<file path="src/rtl/mem_line_sequencer.sv">
// mem_line_sequencer
//   Splits a wide cache-line request into a short sequence of memory-controller
//   app-interface commands and write-data beats, then collects read beats back
//   into a full line and returns a single response.
//
//   Line layout: beat j of a line is data[j*BEAT_W +: BEAT_W] with byte enables
//   strb[j*BEAT_W/8 +: BEAT_W/8]. Command k covers beats
//   k*BEATS_PER_CMD .. k*BEATS_PER_CMD+BEATS_PER_CMD-1 and targets app address
//   {addr, ADDR_LSB zeros} + k*CMD_ADDR_INC, wrapping at the port width.
//
//   Optional build macro:
//     MEM_SEQ_MASK_SKIP_EN - write commands whose byte enables are all zero are
//                            not issued at all (no command, no data beats).
//                            Undefined: every command and beat is issued and
//                            fully masked beats go out with mask all ones.
//
// Ports
//   i_clk, i_rst          clock, synchronous active-high reset
//   i_req_* / o_req_ready line request (we, line addr, byte strobes, line data)
//   o_rsp_* / i_rsp_ready line response (write ack flag, read line data)
//   o_app_en/cmd/addr     app command channel, i_app_rdy accepts
//   o_app_wdf_*           app write-data channel, i_app_wdf_rdy accepts
//   i_app_rd_data*        app read-data return
//   o_err                 sticky: read data arrived while no read was pending
module mem_line_sequencer #(
  parameter int ADDR_W        = 23,
  parameter int ADDR_LSB      = 4,
  parameter int BEAT_W        = 64,
  parameter int BEATS_PER_CMD = 2,
  parameter int CMDS_PER_LINE = 2,
  parameter int CMD_ADDR_INC  = 8,
  localparam int LINE_W       = BEAT_W * BEATS_PER_CMD * CMDS_PER_LINE,
  localparam int STRB_W       = LINE_W / 8
) (
  input  logic                       i_clk,
  input  logic                       i_rst,
  input  logic                       i_req_valid,
  output logic                       o_req_ready,
  input  logic                       i_req_we,
  input  logic [ADDR_W-1:0]          i_req_addr,
  input  logic [STRB_W-1:0]          i_req_strb,
  input  logic [LINE_W-1:0]          i_req_data,
  output logic                       o_rsp_valid,
  input  logic                       i_rsp_ready,
  output logic                       o_rsp_we,
  output logic [LINE_W-1:0]          o_rsp_data,
  output logic                       o_app_en,
  output logic [2:0]                 o_app_cmd,
  output logic [ADDR_W+ADDR_LSB-1:0] o_app_addr,
  input  logic                       i_app_rdy,
  output logic [BEAT_W-1:0]          o_app_wdf_data,
  output logic [BEAT_W/8-1:0]        o_app_wdf_mask,
  output logic                       o_app_wdf_wren,
  output logic                       o_app_wdf_end,
  input  logic                       i_app_wdf_rdy,
  input  logic [BEAT_W-1:0]          i_app_rd_data,
  input  logic                       i_app_rd_data_valid,
  input  logic                       i_app_rd_data_end,
  output logic                       o_err
);

  localparam int NBEATS = BEATS_PER_CMD * CMDS_PER_LINE;
  localparam int BEAT_B = BEAT_W / 8;
  localparam int CMD_B  = BEATS_PER_CMD * BEAT_B;
  localparam int APP_AW = ADDR_W + ADDR_LSB;
  localparam int CW     = $clog2(CMDS_PER_LINE + 1);
  localparam int WBW    = $clog2(BEATS_PER_CMD + 1);
  localparam int RCW    = $clog2(NBEATS + 1);

  typedef enum logic [2:0] {
    IDLE    = 3'd0,
    WR      = 3'd1,
    RD_CMD  = 3'd2,
    RD_DATA = 3'd3,
    RESP    = 3'd4
  } state_t;

  state_t state, state_nxt;

  // request capture
  logic [ADDR_W-1:0] addr_q;
  logic [STRB_W-1:0] strb_q;
  logic [LINE_W-1:0] wdata_q;

  // response
  logic [LINE_W-1:0] rsp_data_q;
  logic              rsp_we_q;
  logic              err_q;

  // sequencing counters
  logic [CW-1:0]  cmd_idx;    // current command within the line
  logic [WBW-1:0] wbeat;      // write beat within the current command
  logic           cmd_acc;    // current write command already accepted
  logic           beats_acc;  // all beats of current write command accepted
  logic [RCW-1:0] rd_cnt;     // read beats collected so far

  logic           req_fire;
  logic           cmd_fire;
  logic           beat_fire;
  logic           last_beat;
  logic           last_cmd;
  logic           wr_none;
  logic           wr_step;
  logic [CW-1:0]  wr_first_idx;
  logic [CW-1:0]  wr_next_idx;
  logic           rd_take;
  logic [RCW-1:0] rd_cnt_nxt;
  logic           rd_full_nxt;
  logic [RCW-1:0] wr_beat_idx;

  // The end-of-burst marker is redundant with the beat count kept here.
  logic unused_rd_end;
  assign unused_rd_end = i_app_rd_data_end;

`ifdef MEM_SEQ_MASK_SKIP_EN
  // First command at or after 'from' that has at least one enabled byte;
  // CMDS_PER_LINE when none remain.
  function automatic logic [CW-1:0] next_cmd(input logic [CW-1:0] from,
                                             input logic [STRB_W-1:0] strb);
    logic [CW-1:0] res;
    res = CW'(CMDS_PER_LINE);
    for (int k = CMDS_PER_LINE - 1; k >= 0; k--) begin
      if ((CW'(k) >= from) && (strb[k*CMD_B +: CMD_B] != '0)) res = CW'(k);
    end
    return res;
  endfunction

  assign wr_first_idx = next_cmd('0, i_req_strb);
  assign wr_next_idx  = next_cmd(cmd_idx + CW'(1), strb_q);
`else
  assign wr_first_idx = '0;
  assign wr_next_idx  = cmd_idx + CW'(1);
`endif

  assign req_fire    = i_req_valid && o_req_ready;
  assign cmd_fire    = o_app_en && i_app_rdy;
  assign beat_fire   = o_app_wdf_wren && i_app_wdf_rdy;
  assign last_beat   = (wbeat == WBW'(BEATS_PER_CMD - 1));
  assign last_cmd    = (cmd_idx == CW'(CMDS_PER_LINE - 1));
  // Only reachable with mask skipping: no command left to issue.
  assign wr_none     = (cmd_idx == CW'(CMDS_PER_LINE));
  // Command and its data beats finish independently, in either order or together.
  assign wr_step     = (state == WR) && !wr_none &&
                       (cmd_acc || cmd_fire) &&
                       (beats_acc || (beat_fire && last_beat));
  assign rd_take     = i_app_rd_data_valid &&
                       ((state == RD_CMD) || (state == RD_DATA)) &&
                       (rd_cnt != RCW'(NBEATS));
  assign rd_cnt_nxt  = rd_cnt + RCW'(rd_take);
  assign rd_full_nxt = (rd_cnt_nxt == RCW'(NBEATS));
  assign wr_beat_idx = RCW'(cmd_idx) * RCW'(BEATS_PER_CMD) + RCW'(wbeat);

  assign o_app_addr  = {addr_q, {ADDR_LSB{1'b0}}} +
                       APP_AW'(cmd_idx) * APP_AW'(CMD_ADDR_INC);
  assign o_rsp_data  = rsp_data_q;
  assign o_rsp_we    = rsp_we_q;
  assign o_err       = err_q;

  // State register
  always_ff @(posedge i_clk) begin
    if (i_rst) state <= IDLE;
    else       state <= state_nxt;
  end

  // Next-state logic
  always_comb begin
    state_nxt = state;
    case (state)
      IDLE: begin
        if (req_fire) state_nxt = i_req_we ? WR : RD_CMD;
      end
      WR: begin
        if (wr_none || (wr_step && (wr_next_idx == CW'(CMDS_PER_LINE))))
          state_nxt = RESP;
      end
      RD_CMD: begin
        // A beat arriving alongside the last command still counts here.
        if (cmd_fire && last_cmd) state_nxt = rd_full_nxt ? RESP : RD_DATA;
      end
      RD_DATA: begin
        if (rd_full_nxt) state_nxt = RESP;
      end
      RESP: begin
        if (i_rsp_ready) state_nxt = IDLE;
      end
      default: state_nxt = IDLE;
    endcase
  end

  // Output logic
  always_comb begin
    o_req_ready    = (state == IDLE) && !i_rst;
    o_rsp_valid    = (state == RESP);
    o_app_en       = ((state == WR) && !wr_none && !cmd_acc) || (state == RD_CMD);
    o_app_cmd      = (state == RD_CMD) ? 3'b001 : 3'b000;
    o_app_wdf_wren = (state == WR) && !wr_none && !beats_acc;
    o_app_wdf_end  = o_app_wdf_wren && last_beat;
    o_app_wdf_data = '0;
    o_app_wdf_mask = '0;
    for (int j = 0; j < NBEATS; j++) begin
      if (wr_beat_idx == RCW'(j)) begin
        o_app_wdf_data = wdata_q[j*BEAT_W +: BEAT_W];
        o_app_wdf_mask = ~strb_q[j*BEAT_B +: BEAT_B];
      end
    end
  end

  // Write line and strobes: plain data, loaded on acceptance only
  always_ff @(posedge i_clk) begin
    if (req_fire) begin
      strb_q  <= i_req_strb;
      wdata_q <= i_req_data;
    end
  end

  // Sequencing counters, response registers and error flag
  always_ff @(posedge i_clk) begin
    if (i_rst) begin
      addr_q     <= '0;
      cmd_idx    <= '0;
      wbeat      <= '0;
      cmd_acc    <= 1'b0;
      beats_acc  <= 1'b0;
      rd_cnt     <= '0;
      rsp_we_q   <= 1'b0;
      rsp_data_q <= '0;
      err_q      <= 1'b0;
    end else begin
      if (i_app_rd_data_valid && (state != RD_CMD) && (state != RD_DATA))
        err_q <= 1'b1;

      if (req_fire) begin
        addr_q    <= i_req_addr;
        rsp_we_q  <= i_req_we;
        cmd_idx   <= i_req_we ? wr_first_idx : '0;
        wbeat     <= '0;
        cmd_acc   <= 1'b0;
        beats_acc <= 1'b0;
        rd_cnt    <= '0;
      end

      if (state == WR) begin
        if (wr_step) begin
          cmd_idx   <= wr_next_idx;
          wbeat     <= '0;
          cmd_acc   <= 1'b0;
          beats_acc <= 1'b0;
        end else begin
          if (cmd_fire) cmd_acc <= 1'b1;
          if (beat_fire) begin
            if (last_beat) beats_acc <= 1'b1;
            else           wbeat     <= wbeat + WBW'(1);
          end
        end
      end

      if ((state == RD_CMD) && cmd_fire) cmd_idx <= cmd_idx + CW'(1);

      if (rd_take) begin
        rd_cnt <= rd_cnt_nxt;
        for (int j = 0; j < NBEATS; j++) begin
          if (rd_cnt == RCW'(j)) rsp_data_q[j*BEAT_W +: BEAT_W] <= i_app_rd_data;
        end
      end
    end
  end

endmodule
</file>
<file path="config.mk">
export PLATFORM = sky130hd
export DESIGN_NAME = mem_line_sequencer
export DESIGN_NICKNAME = d
export VERILOG_FILES = /design/src/rtl/mem_line_sequencer.sv
export SDC_FILE = /design/constraint.sdc
export NUM_CORES = 1
export LEC_CHECK = 0
export CORE_AREA = 2 2 288 290
export CTS_CLUSTER_SIZE = 12
export DETAILED_ROUTE_END_ITERATION = 16
export DIE_AREA = 0 0 290 292
export MAX_ROUTING_LAYER = met4
export RECOVER_POWER = 100
export SLEW_MARGIN = 20
export SYNTH_ARGS = -nofsm -noshare
export SYNTH_HDL_FRONTEND = slang
export SYNTH_SLANG_ARGS = --single-unit
</file>
<file path="constraint.sdc">
create_clock -name i_clk -period 5.75 [get_ports i_clk]
set_input_delay 0.575 -clock i_clk [delete_from_list [all_inputs] [get_ports i_clk]]
set_output_delay 0.575 -clock i_clk [all_outputs]
set_load 0.05 [all_outputs]
</file>
==> Word level (Yosys, flattened, before mapping) <==
Index checks and enable logic that the tools add are counted.
{ "op_classes": {"add_sub_neg": 5, "eq_ne": 23, "muxes": 37, "bitwise_logic": 4, "n_reduce_logical": 36} }
{ "op_table": {"columns": ["op", "count"], "rows": [
  ["$mux 64", 4],
  ["$mux 8", 4],
  ["$not 8->8", 4],
  ["$add 27x5->27", 1],
  ["$mux 3", 8],
  ["$mux 2", 10],
  ["$eq 3x2->1 const B", 6],
  ["$logic_and 1x1->1", 18],
  ["$pmux 3 s5", 1],
  ["$mux 1", 10],
  ["$eq 3x1->1 const B", 3],
  ["$logic_not 3->1", 3],
  ["$ne 2x2->1 const B", 4],
  ["$reduce_and 2->1", 4],
  ["$eq 3x3->1 const B", 2],
  ["$ne 3x2->1 const B", 2],
  ["$logic_or 1x1->1", 5],
  ["$reduce_and 5->1", 1],
  ["$add 2x1->2 const B", 2],
  ["$eq 2x1->1 const B", 2],
  ["$eq 2x2->1 const B", 2],
  ["$logic_not 1->1", 4],
  ["$add 3x1->3", 1],
  ["$add 3x2->3", 1],
  ["3 further kinds", 3]
]} }
{ "totals": {"ff_bits": 581, "inputBits": 384, "output_inout_bits": 365, "word_cells": 120} }

==> Longest topological paths before layout <==
{ "depth": {"depth_word": 13, "depth_mapped": 10} }

==> Least setup slack after synthesis <==
Ideal clock, no wire load.
{ "synth_timing": {"kind": "input port to flip-flop", "startpoint": "input i_rst", "endpoint": "register strb_q[0] (enable)", "t_arrival_ns": 6.014, "t_required_ns": 5.225, "path_slack_ns": -0.790, "cell_stages": 5, "cell_sequence": "clkbuf_1 -> nor4_1 -> nand2_1 -> inv_2 -> buf_2"} }
{ "synth_via": {"elab_chain_cells": 3} }
{ "synth_lines": {"columns": ["element", "line_no", "rtl"], "rows": [
  ["from (decl)", "36", "input logic i_rst,"],
  ["$logic_not 1->1", "192", "o_req_ready = (state == IDLE) && !i_rst;"],
  ["$logic_and 1x1->1", "192", null],
  ["net o_req_ready", "38", "output logic o_req_ready,"],
  ["$logic_and 1x1->1", "135", "assign req_fire = i_req_valid && o_req_ready;"],
  ["net req_fire", "97", "logic req_fire;"],
  ["to (signal assigned)", "211", "strb_q <= i_req_strb;"],
  ["to (decl)", "82", "logic [STRB_W-1:0] strb_q;"]
]} }
The timed path passes the listed nets, and every way through them passes these cells.
A chain may end at the register's enable or synchronous reset.

==> Worst setup path in the final report <==
{ "layout_timing": {"startpoint": "register cmd_idx[0]", "endpoint": "output o_app_wdf_data[57]"} }
{ "layout_via": {"elab_chain_cells": 6} }
{ "layout_lines": {"columns": ["element", "line_no", "rtl"], "rows": [
  ["from (decl)", "91", "logic [CW-1:0] cmd_idx;"],
  ["from (signal assigned)", "235", "cmd_idx <= i_req_we ? wr_first_idx : '0;"],
  ["from (signal assigned)", "244", "cmd_idx <= wr_next_idx;"],
  ["from (signal assigned)", "257", "if ((state == RD_CMD) && cmd_fire) cmd_idx <= cmd_idx + CW'(1);"],
  ["$add 3x2->3 *", "151", "assign wr_beat_idx = RCW'(cmd_idx) * RCW'(BEATS_PER_CMD) + RCW'(wbeat);"],
  ["$logic_not 3->1", "201", "if (wr_beat_idx == RCW'(j)) begin"],
  ["$mux 64 (3 in a row)", "201", null],
  ["$mux 64 *", "201", null],
  ["to (decl)", "51", "output logic [BEAT_W-1:0] o_app_wdf_data,"]
]} }
Mark *: on every way between the ends. The rest lies on a longest branch, timed or not.

==> flow_summary.yaml <==
run_status:
  status: "finished with violations"
  failed_checks: "max-capacitance violations, max-slew violations"
critical_path:
  critical_path.max_stage_delay_ns: 1.14
  path_depth: 7
  critPathCapture: "o_app_wdf_data[57]"
  rr_endpoint: "o_rsp_data[0]$_SDFFE_PP0P_"
  worstReg2RegStart: "state[1]$_SDFFE_PP0P_"
  rrSetupSlack_ns: 0.95
  crit_path_cell_trace: "ha_4 > xnor2_1 > nor2b_2 > buf_12 > a221oi_1 > a21oi_1 > dlygate4sd3_1"
  crit_path_end_kind: "primary output"
  crit_path_max_fanout: 70
  cp_num_buf_inv: 2
  worst_setup_path_startpoint: "cmd_idx[0]$_SDFF_PP0_"
  timing.critical_path.arrival_ns: 4.42
  cp_top_family: "buffers and inverters"
  cp-start-kind: "register"
  timing.setup.critical_path_class: "reg2out"
  critPathRequiredTime_ns: 5.18
  rr_worst_depth: 5
  critical_path.slowest_cell: "sky130_fd_sc_hd__nor2b_2"
routing:
  route.final.wire_length_um: 77400
  detailedRoute.firstPassIterationCount: 5
  remaining_drc_errors: 0
  dr_total_vias: 17240
  wl_per_cell_um: 20.5
  detail_route.vias_per_cell: 4.57
  dr.first_iter.drc_count: 1141
  postRouteAntennaNets: 0
cts:
  clock_path_buffers: 3
  clock_sinks: 581
  clockRootBuffer: "sky130_fd_sc_hd__clkbuf_16"
  worst_skew_pair.late_latency_ns: 0.60
  clk_pin_slew_worst_paths_ns: 0.06
  number_of_setup_buffers_added_after_cts: 0
  cts-buffers-inserted: 68
  cts_hold_repair.buffers: 0
  ctsHtreeMaxLevel: 3
  cts_resized: 0
  tritoncts: "done"
sta:
  maxSlewHeadroom_pct: -196
  hold_viol_final: 0
  worst_slack_ns: 0.758
  grt_setup_unrepaired: "no"
  slew_at_the_pin_with_the_worst_max_slew_slack_ns: 4.44
  setup_tns_ns: 0
  layout_min_cycle_time_ns: 4.99
  fmax_mhz: 200
  finalMaxSlewViolations: 420
  final.period_utilization_pct: 86.8
  finalSetupViolations: 0
  clock_skew_ns: 0.0287
synthesis:
  synth_edf_count: 288
  synth_seq_area_share_pct: 68.0
  synth.ff_latch_count: 581
  synth_area_per_cell_um2: 11.0
  netlist-cell-type-count: 54
  synth-main-ff-cell: "sky130_fd_sc_hd__dfxtp_1"
  mappedNetlistArea_um2: 21400
  synth_cells: 1941
  yosysWarnings: 0
  ys_async_sr_fraction_pct: 0
power:
  netSwitchingPower_w: 0.00315
  p_leak_nw: 11.7
  internal-power_w: 0.00768
  vdd_drop_max_mv: 0.224
  pwr_cell_area_nw_per_um2: 338
  swShare_pct: 29.1
  power.share.combinational_pct: 16.9
  clock_power_share_pct: 39.4
  overall_power_of_the_completed_layout_w: 0.0108
  pwr-share-seq_pct: 43.7
die:
  i_o_pin_cnt: 749
  die_w_um: 290
  initial_core_util_pct: 26.2
  placement_rows: 105
  die_h_um: 292
  core_area_um2: 81600
  die_area_um2: 84700
global_route:
  gr-total-overflow: 0
  gr-usage-all-layers_pct: 18.0
  via_count_of_the_first_global_routing_pass: 16624
  grt_max_degree: 113
  global_route_wire_length_before_repair_um: 111000
  number_of_antenna_violations_at_the_first_check_in_global_routing: 41
flow_run:
  max_cap_violations: 6
placement:
  hpwlAfterDp_um: 55000
  pre_cts_slack_ns: 1.76
  place.port_buffers: 742
  finalWeightedCongestion: 0.898
  placed_cells: 3636
finish:
  finish.cell_count_without_fillers: 3772
  layout-drive-gt1-share_pct: 5.03
  nNetsFinal: 3028
  synthToLayoutAreaGrowth_pct: 49.8
  num-fill-cells: 7907
  final_core_utilization_pct: 39.2
worst_hold_path:
  worst_hold_path_type: "reg2reg"
==> worst reg2reg max path, stage by stage (launching register included) <==
cell and delay (ns):
sky130_fd_sc_hd__dfxtp_1 0.57, sky130_fd_sc_hd__and4bb_1 0.41, sky130_fd_sc_hd__and2_2 0.18, sky130_fd_sc_hd__clkbuf_1 2.67
sky130_fd_sc_hd__nand2_1 0.57, sky130_fd_sc_hd__a21oi_1 0.28
==> cell type report <==
class | instances | area [µm²] | share of cell area [%]
sequential | 581 | 14500 | 45.4
timing repair buffer | 769 | 7690 | 24.0
multi-input combinational | 1209 | 6150 | 19.2
clock buffer | 91 | 1890 | 5.91
tap | 1070 | 1340 | 4.19
clock inverter | 26 | 338 | 1.06
antenna | 19 | 47.5 | 0.149
inverter | 7 | 26.3 | 0.0821
==> sequential cells by signal, indices dropped and copies added (netlist names), 2 cells and up <==
signal and flops:
wbeat 2, o_rsp_data 256, addr_q 23, rd_cnt 3
strb_q 32, wdata_q 256, cmd_idx 2, state 3
==> cells in the mapped netlist (2+ instances only) <==
library cell	n	area, µm²
sky130_fd_sc_hd__nand2_1	578	2170
sky130_fd_sc_hd__a21oi_1	329	1650
sky130_fd_sc_hd__dfxtp_1	293	5870
sky130_fd_sc_hd__edfxtp_1	288	8650
sky130_fd_sc_hd__clkbuf_1	77	289
sky130_fd_sc_hd__a22oi_1	64	480
sky130_fd_sc_hd__a221oi_1	63	552
sky130_fd_sc_hd__buf_2	42	210
sky130_fd_sc_hd__nand3b_1	25	188
sky130_fd_sc_hd__xnor2_1	19	166
sky130_fd_sc_hd__nor2_1	16	60.1
sky130_fd_sc_hd__buf_1	13	48.8
sky130_fd_sc_hd__buf_4	10	75.1
sky130_fd_sc_hd__nand3_1	10	50.1
sky130_fd_sc_hd__ha_1	8	100
sky130_fd_sc_hd__o21a_1	8	60.1
sky130_fd_sc_hd__o22ai_1	8	50.1
sky130_fd_sc_hd__o221ai_1	7	61.3
sky130_fd_sc_hd__buf_6	6	67.6
sky130_fd_sc_hd__inv_1	5	18.8
sky130_fd_sc_hd__nand4_1	5	31.3
sky130_fd_sc_hd__and2_1	4	25.0
sky130_fd_sc_hd__or2_1	4	25.0
sky130_fd_sc_hd__xor2_1	4	35.0
sky130_fd_sc_hd__and4_1	3	26.3
sky130_fd_sc_hd__mux2i_1	3	30.0
sky130_fd_sc_hd__nand2b_1	3	18.8
sky130_fd_sc_hd__nor2_4	3	33.8
sky130_fd_sc_hd__nor2b_1	3	18.8
sky130_fd_sc_hd__nor3b_1	3	22.5
sky130_fd_sc_hd__o21ai_0	3	15.0
sky130_fd_sc_hd__o21ai_1	3	15.0
sky130_fd_sc_hd__a31oi_1	2	12.5
sky130_fd_sc_hd__a32oi_1	2	17.5
sky130_fd_sc_hd__inv_2	2	7.51
sky130_fd_sc_hd__nand2_2	2	12.5
sky130_fd_sc_hd__nand3_2	2	20.0
sky130_fd_sc_hd__nor4_1	2	12.5
sky130_fd_sc_hd__o2bb2ai_1	2	17.5
sky130_fd_sc_hd__o41ai_1	2	17.5
sky130_fd_sc_hd__or2_2	2	12.5
==> power by group through the flow <==
stage	clock network [W]	logic [W]	registers, W
2_1_floorplan	0	0.00100	0.00489
3_5_place_dp	0	0.00193	0.00481
4_1_cts	0.00437	0.00194	0.00473
6_report	0.00426	0.00183	0.00473
5_1_grt	0.00454	0.00194	0.00475
3_3_place_gp	0	0.00193	0.00481
==> cells by family (layout without fill, tap and decap cells) <==
logic type / count (synthesis) / count (layout) / share of synthesized area (%)
buffers and inverters: 155 / 893 / 3.36
other: 1 / 24 / 0.0176
flip-flops: 581 / 581 / 68.0
adder cells (fa/ha/maj): 8 / 8 / 0.469
XOR/XNOR: 23 / 23 / 0.943
multiplexers: 3 / 3 / 0.141
AND/OR/NAND/NOR: 670 / 670 / 13.0
AO/OA/AOI/OAI: 500 / 500 / 14.1
==> layer usage <==
| metal | GRT usage [%] | wire length [µm] | vias up |
|---|---|---|---|
| li1 | - | - | 8281 |
| met4 | 6.95 | 2950 | 0 |
| met1 | 20.5 | 30100 | 8130 |
| met3 | 5.01 | 5600 | 187 |
| met2 | 30.2 | 38800 | 642 |
| met5 | - | 0 | - |
==> how the worst min path moves through the flow <==
| stage | start | to | slack [ns] | depth (start not counted) |
|---|---|---|---|---|
| final | o_rsp_data[99]$_SDFFE_PP0P_ | o_rsp_data[99]$_SDFFE_PP0P_ | 0.45 | 2 |
| after global routing | o_rsp_data[236]$_SDFFE_PP0P_ | o_rsp_data[236]$_SDFFE_PP0P_ | 0.46 | 2 |
| after CTS | i_req_data[176] | wdata_q[176]$_DFFE_PP_ | 0.45 | 1 |
| after detailed placement | o_rsp_data[99]$_SDFFE_PP0P_ | o_rsp_data[99]$_SDFFE_PP0P_ | 0.45 | 2 |
| after global placement | o_rsp_data[74]$_SDFFE_PP0P_ | o_rsp_data[74]$_SDFFE_PP0P_ | 0.44 | 2 |
| after floorplan | cmd_acc$_SDFF_PP0_ | cmd_acc$_SDFF_PP0_ | 0.44 | 2 |
==> placed cells by master, fill, tap and decap left out, types with 25 or more instances in the layout <==
| cell type | count |
|---|---|
| sky130_fd_sc_hd__edfxtp_1 | 288 |
| sky130_fd_sc_hd__a221oi_1 | 63 |
| sky130_fd_sc_hd__a21oi_1 | 330 |
| sky130_fd_sc_hd__nand2_1 | 578 |
| sky130_fd_sc_hd__clkbuf_16 | 69 |
| sky130_fd_sc_hd__dfxtp_1 | 293 |
| sky130_fd_sc_hd__nand3b_1 | 25 |
| sky130_fd_sc_hd__dlygate4sd3_1 | 645 |
| sky130_fd_sc_hd__clkdlybuf4s50_1 | 96 |
| sky130_fd_sc_hd__a22oi_1 | 64 |
==> per-stage QoR <==
stage	hold slack, ns	cell area (µm²)
floorplan	0.439	21400
global placement	0.440	29800
detailed placement	0.445	29800
CTS	0.450	32000
global route	0.464	32000
finish	0.448	32000
Note: power is estimated with default switching activity, not from simulation.
==> patch 1: new RTL, same settings <==
Set the parameter `ADDR_LSB` to 5 (it was 4).
--- a/src/rtl/mem_line_sequencer.sv
+++ b/src/rtl/mem_line_sequencer.sv
@@ -24,7 +24,7 @@
 //   o_err                 sticky: read data arrived while no read was pending
 module mem_line_sequencer #(
   parameter int ADDR_W        = 23,
-  parameter int ADDR_LSB      = 4,
+  parameter int ADDR_LSB      = 5,
   parameter int BEAT_W        = 64,
   parameter int BEATS_PER_CMD = 2,
   parameter int CMDS_PER_LINE = 2,
Ports: changed (resized o_app_addr); port bits go from 749 to 750. No check against the original RTL was run, so the function may have changed too.
==> patch 1 against the original RTL <==
The flow still finishes with violations (capacitance limit, slew limit). Sequential power increased by 5.7%. Highest routed layer unchanged. Area after synthesis up 3.1%. Non-clock buffer count is 6 higher. Total power is 15% higher. Global-route usage down 0.39 points. Sequential cell count did not move. Setup slack better by 35 ps. Wire length fell by 3.0%. Cell area grew 0.84%.
==> patch 1: results <==
set metrics [dict create \
    status "finished with violations" \
    violations "capacitance limit, slew limit" \
    wl_met2_um 37800 \
    use_met1 0.192 \
    cp_max_fo 35 \
    io_buffers 743 \
    combinationalPowerShare 0.263 \
    grt_usage 0.176 \
    crit_start "wbeat[0]$_SDFF_PP0_" \
    max_slew_margin -1.72 \
    ys_seq_area_frac 0.659 \
    max_cap_viol_count 5 \
    slew_violations 378 \
    fin_cells 3753 \
    dp.cells 3588 \
    synthTopCellsByCount "nand2_1, dfxtp_1, edfxtp_1, a21oi_1, a21oi_2" \
    hold_ws_ps 421 \
    yosys-top-cells-area "edfxtp_1, dfxtp_1, nand2_1" \
    min_to "o_rsp_data[238]$_SDFFE_PP0P_" \
    ys_types 55 \
    drive_above_1_share 0.0945 \
    grt_pass1_vias 17300 \
    use_met3 0.0550 \
    cp_slowest_cell "dfxtp_2" \
    pg_clk_w 0.00418 \
    regToRegSetupSlack_ps 1130 \
]
-- patch 1: metrics by stage --
stage	setup WS [ps]	util
after floorplan	1410	-
after global placement	1420	0.371
after detailed placement	1790	0.371
after CTS	1120	0.397
after global routing	540	0.395
final	793	0.395
-- patch 1: final cells by class --
type / count / share of cell area
sequential: 581 / 0.450
antenna: 47 / 0.00365
timing repair buffer: 775 / 0.238
multi-input combinational: 1153 / 0.199
clock inverter: 27 / 0.00861
clock buffer: 91 / 0.0576
tap: 1070 / 0.0415
inverter: 9 / 0.00116
-- patch 1: cells by family (layout without fill, tap and decap cells) --
group	Yosys count	count (layout)	synth area share
adders and majority gates	6	6	0.00341
muxes	73	73	0.0332
and+or+nand+nor	637	637	0.129
AOI/OAI and AO/OA	429	429	0.133
buffers and inverters	149	902	0.0413
DFF	581	581	0.659
xor gates and xnor gates	3	3	0.00119
other	1	52	0.000170
==> patch 2: new RTL, config.mk and constraints unchanged <==
Made on the original files. Put one more register stage on the output `o_err`, without a reset. The value now appears one clock later. The other outputs are not delayed to match.
--- a/src/rtl/mem_line_sequencer.sv
+++ b/src/rtl/mem_line_sequencer.sv
@@ -154,7 +154,9 @@
                        APP_AW'(cmd_idx) * APP_AW'(CMD_ADDR_INC);
   assign o_rsp_data  = rsp_data_q;
   assign o_rsp_we    = rsp_we_q;
-  assign o_err       = err_q;
+  always_ff @(posedge i_clk) begin
+    o_err <= err_q;
+  end
 
   // State register
   always_ff @(posedge i_clk) begin
Function: changed (Yosys sat finds a counterexample within 4 cycles, from zero or initial values and one cycle with i_rst high).
==> patch 2 against the original RTL <==
Critical path depth shrank 1. Total power shrank 3.1%. Cell area grew 0.90%. Wire length shrank 0.94%. Maximum frequency is essentially flat. Die area is the same. Worst hold slack lost 79 ps. Synthesized cell count grew 10%. Setup slack gained 1.9 ps. Cell count grew 6.5%. Critical endpoint is now o_app_wdf_data[41]. The flow still finishes with violations (capacitance limit, slew limit). Core utilization grew 0.35 points. Largest power group unchanged. Area after synthesis grew 1.2%. Critical path type unchanged. Sequential cell count grew 1.
==> patch 2: results <==
set metrics [dict create \
    use_met2 0.303 \
    synth_compound_area_frac 0.102 \
    path_clk_slew_ps 60 \
    status "finished with violations" \
    io_buffers 742 \
    cp_max_fo 52 \
    power.leakage_nw 11.9 \
    p_sw_w 0.00288 \
    place_hpwl_um 54900 \
    yosys-top-cells-area "edfxtp_1, dfxtp_1, nand2_1" \
    fin_worst_skew_ps 22.8 \
    gp_congestion 0.862 \
    hold_path_depth 0 \
    drive_above_1_share 0.0441 \
    grt_pass1_wl_um 112000 \
    hold_ws_ps 368 \
    grt_pass1_vias 17200 \
    grt_max_degree 186 \
    max_cap_viol_count 6 \
    regToRegSetupSlack_ps 820 \
    drt_iter0_drc 1078 \
    use_met3 0.0572 \
    worstHoldStart "err_q$_SDFFE_PP0P_" \
    violations "capacitance limit, slew limit" \
    fillers 8051 \
    grt-ovfl-total 0 \
    ys_types 53 \
    min_to "o_err$_DFF_P_" \
    synthTopCellsByCount "nand2_1, a21oi_1, dfxtp_1, edfxtp_1, nor2_1" \
    use_met1 0.205 \
    wl_per_cell_um 19.1 \
    cp.arrival_ps 4410 \
    grt_usage 0.180 \
    placed_cell_area_mm2 0.0301 \
    r2r-end "wdata_q[72]$_DFFE_PP_" \
    synth_mux_area_frac 0.000463 \
    synth-async-reset-ratio 0 \
    ir_drop_v 0.000239 \
    synthXorXnorAreaFrac 0.00967 \
    via_count 17900 \
    worst_pin_slew_ps 3640 \
    fin_nets 3247 \
    ys_seq_area_frac 0.673 \
    antenna_found_initial 45 \
    reg2reg_depth 4 \
    slew_violations 363 \
]
[patch 2: worst max-delay path by stage]
stage / from / to / slack [ps]
final: cmd_idx[0]$_SDFF_PP0_ / o_app_wdf_data[41] / 760
after global placement: cmd_idx[0]$_SDFF_PP0_ / o_app_wdf_data[47] / 1490
after CTS: cmd_idx[0]$_SDFF_PP0_ / o_app_wdf_data[47] / 810
after global routing: cmd_idx[0]$_SDFF_PP0_ / o_app_wdf_data[47] / 380
after detailed placement: cmd_idx[0]$_SDFF_PP0_ / o_app_wdf_data[47] / 1470
after floorplan: i_rst / strb_q[0]$_DFFE_PP_ / 920
[patch 2: logic make-up (layout without fill, tap and decap cells)]
family                   Yosys count  in the layout
other                              1             47
buffers and inverters            146            904
XOR/XNOR                          23             23
AO/OA/AOI/OAI                    427            427
multiplexers                       1              1
adder cells (fa/ha/maj)            8              8
AND/OR/NAND/NOR                  955            955
flip-flops                       582            582
[patch 2: critical path, cell delays in order (launching register included)]
cell and delay (ps):
dfxtp_1 400, ha_4 760, and3_1 930, buf_4 380, nand2_1 80, o21ai_0 240, dlygate4sd3_1 960
[patch 2: final cells by class]
class,count,area (um2),area share
timing repair buffer,774,7630,0.236
multi-input combinational,1419,6410,0.199
clock inverter,25,299,0.00926
clock buffer,95,1920,0.0594
antenna,42,105,0.00326
inverter,10,41.3,0.00128
sequential,582,14500,0.450
tap,1070,1340,0.0415
[patch 2: metrics by stage]
| stage | total power [W] | instances | worst slack, ps |
|---|---|---|---|
| detailed placement | 0.00638 | 3855 | 1470 |
| global placement | 0.00638 | 3855 | 1490 |
| finish | 0.0105 | 4017 | 760 |
| global route | 0.0109 | 4017 | 378 |
| CTS | 0.0107 | 3975 | 808 |
| floorplan | 0.00559 | 2147 | 922 |
[patch 2: power groups by stage]
stage | Clock (W) | Sequential [W] | Combinational (W)
after CTS | 0.00441 | 0.00466 | 0.00164
after global placement | 0 | 0.00475 | 0.00163
after floorplan | 0 | 0.00481 | 0.000780
final | 0.00431 | 0.00467 | 0.00151
after detailed placement | 0 | 0.00475 | 0.00163
after global routing | 0.00458 | 0.00469 | 0.00161
[patch 2: metal layers]
layer	share of wire	vias to the layer above	wire (um)
li1	-	8721	-
met2	0.49	733	37800
met3	0.085	99	6520
met1	0.40	8381	30600
met4	0.024	0	1880
met5	0	-	0
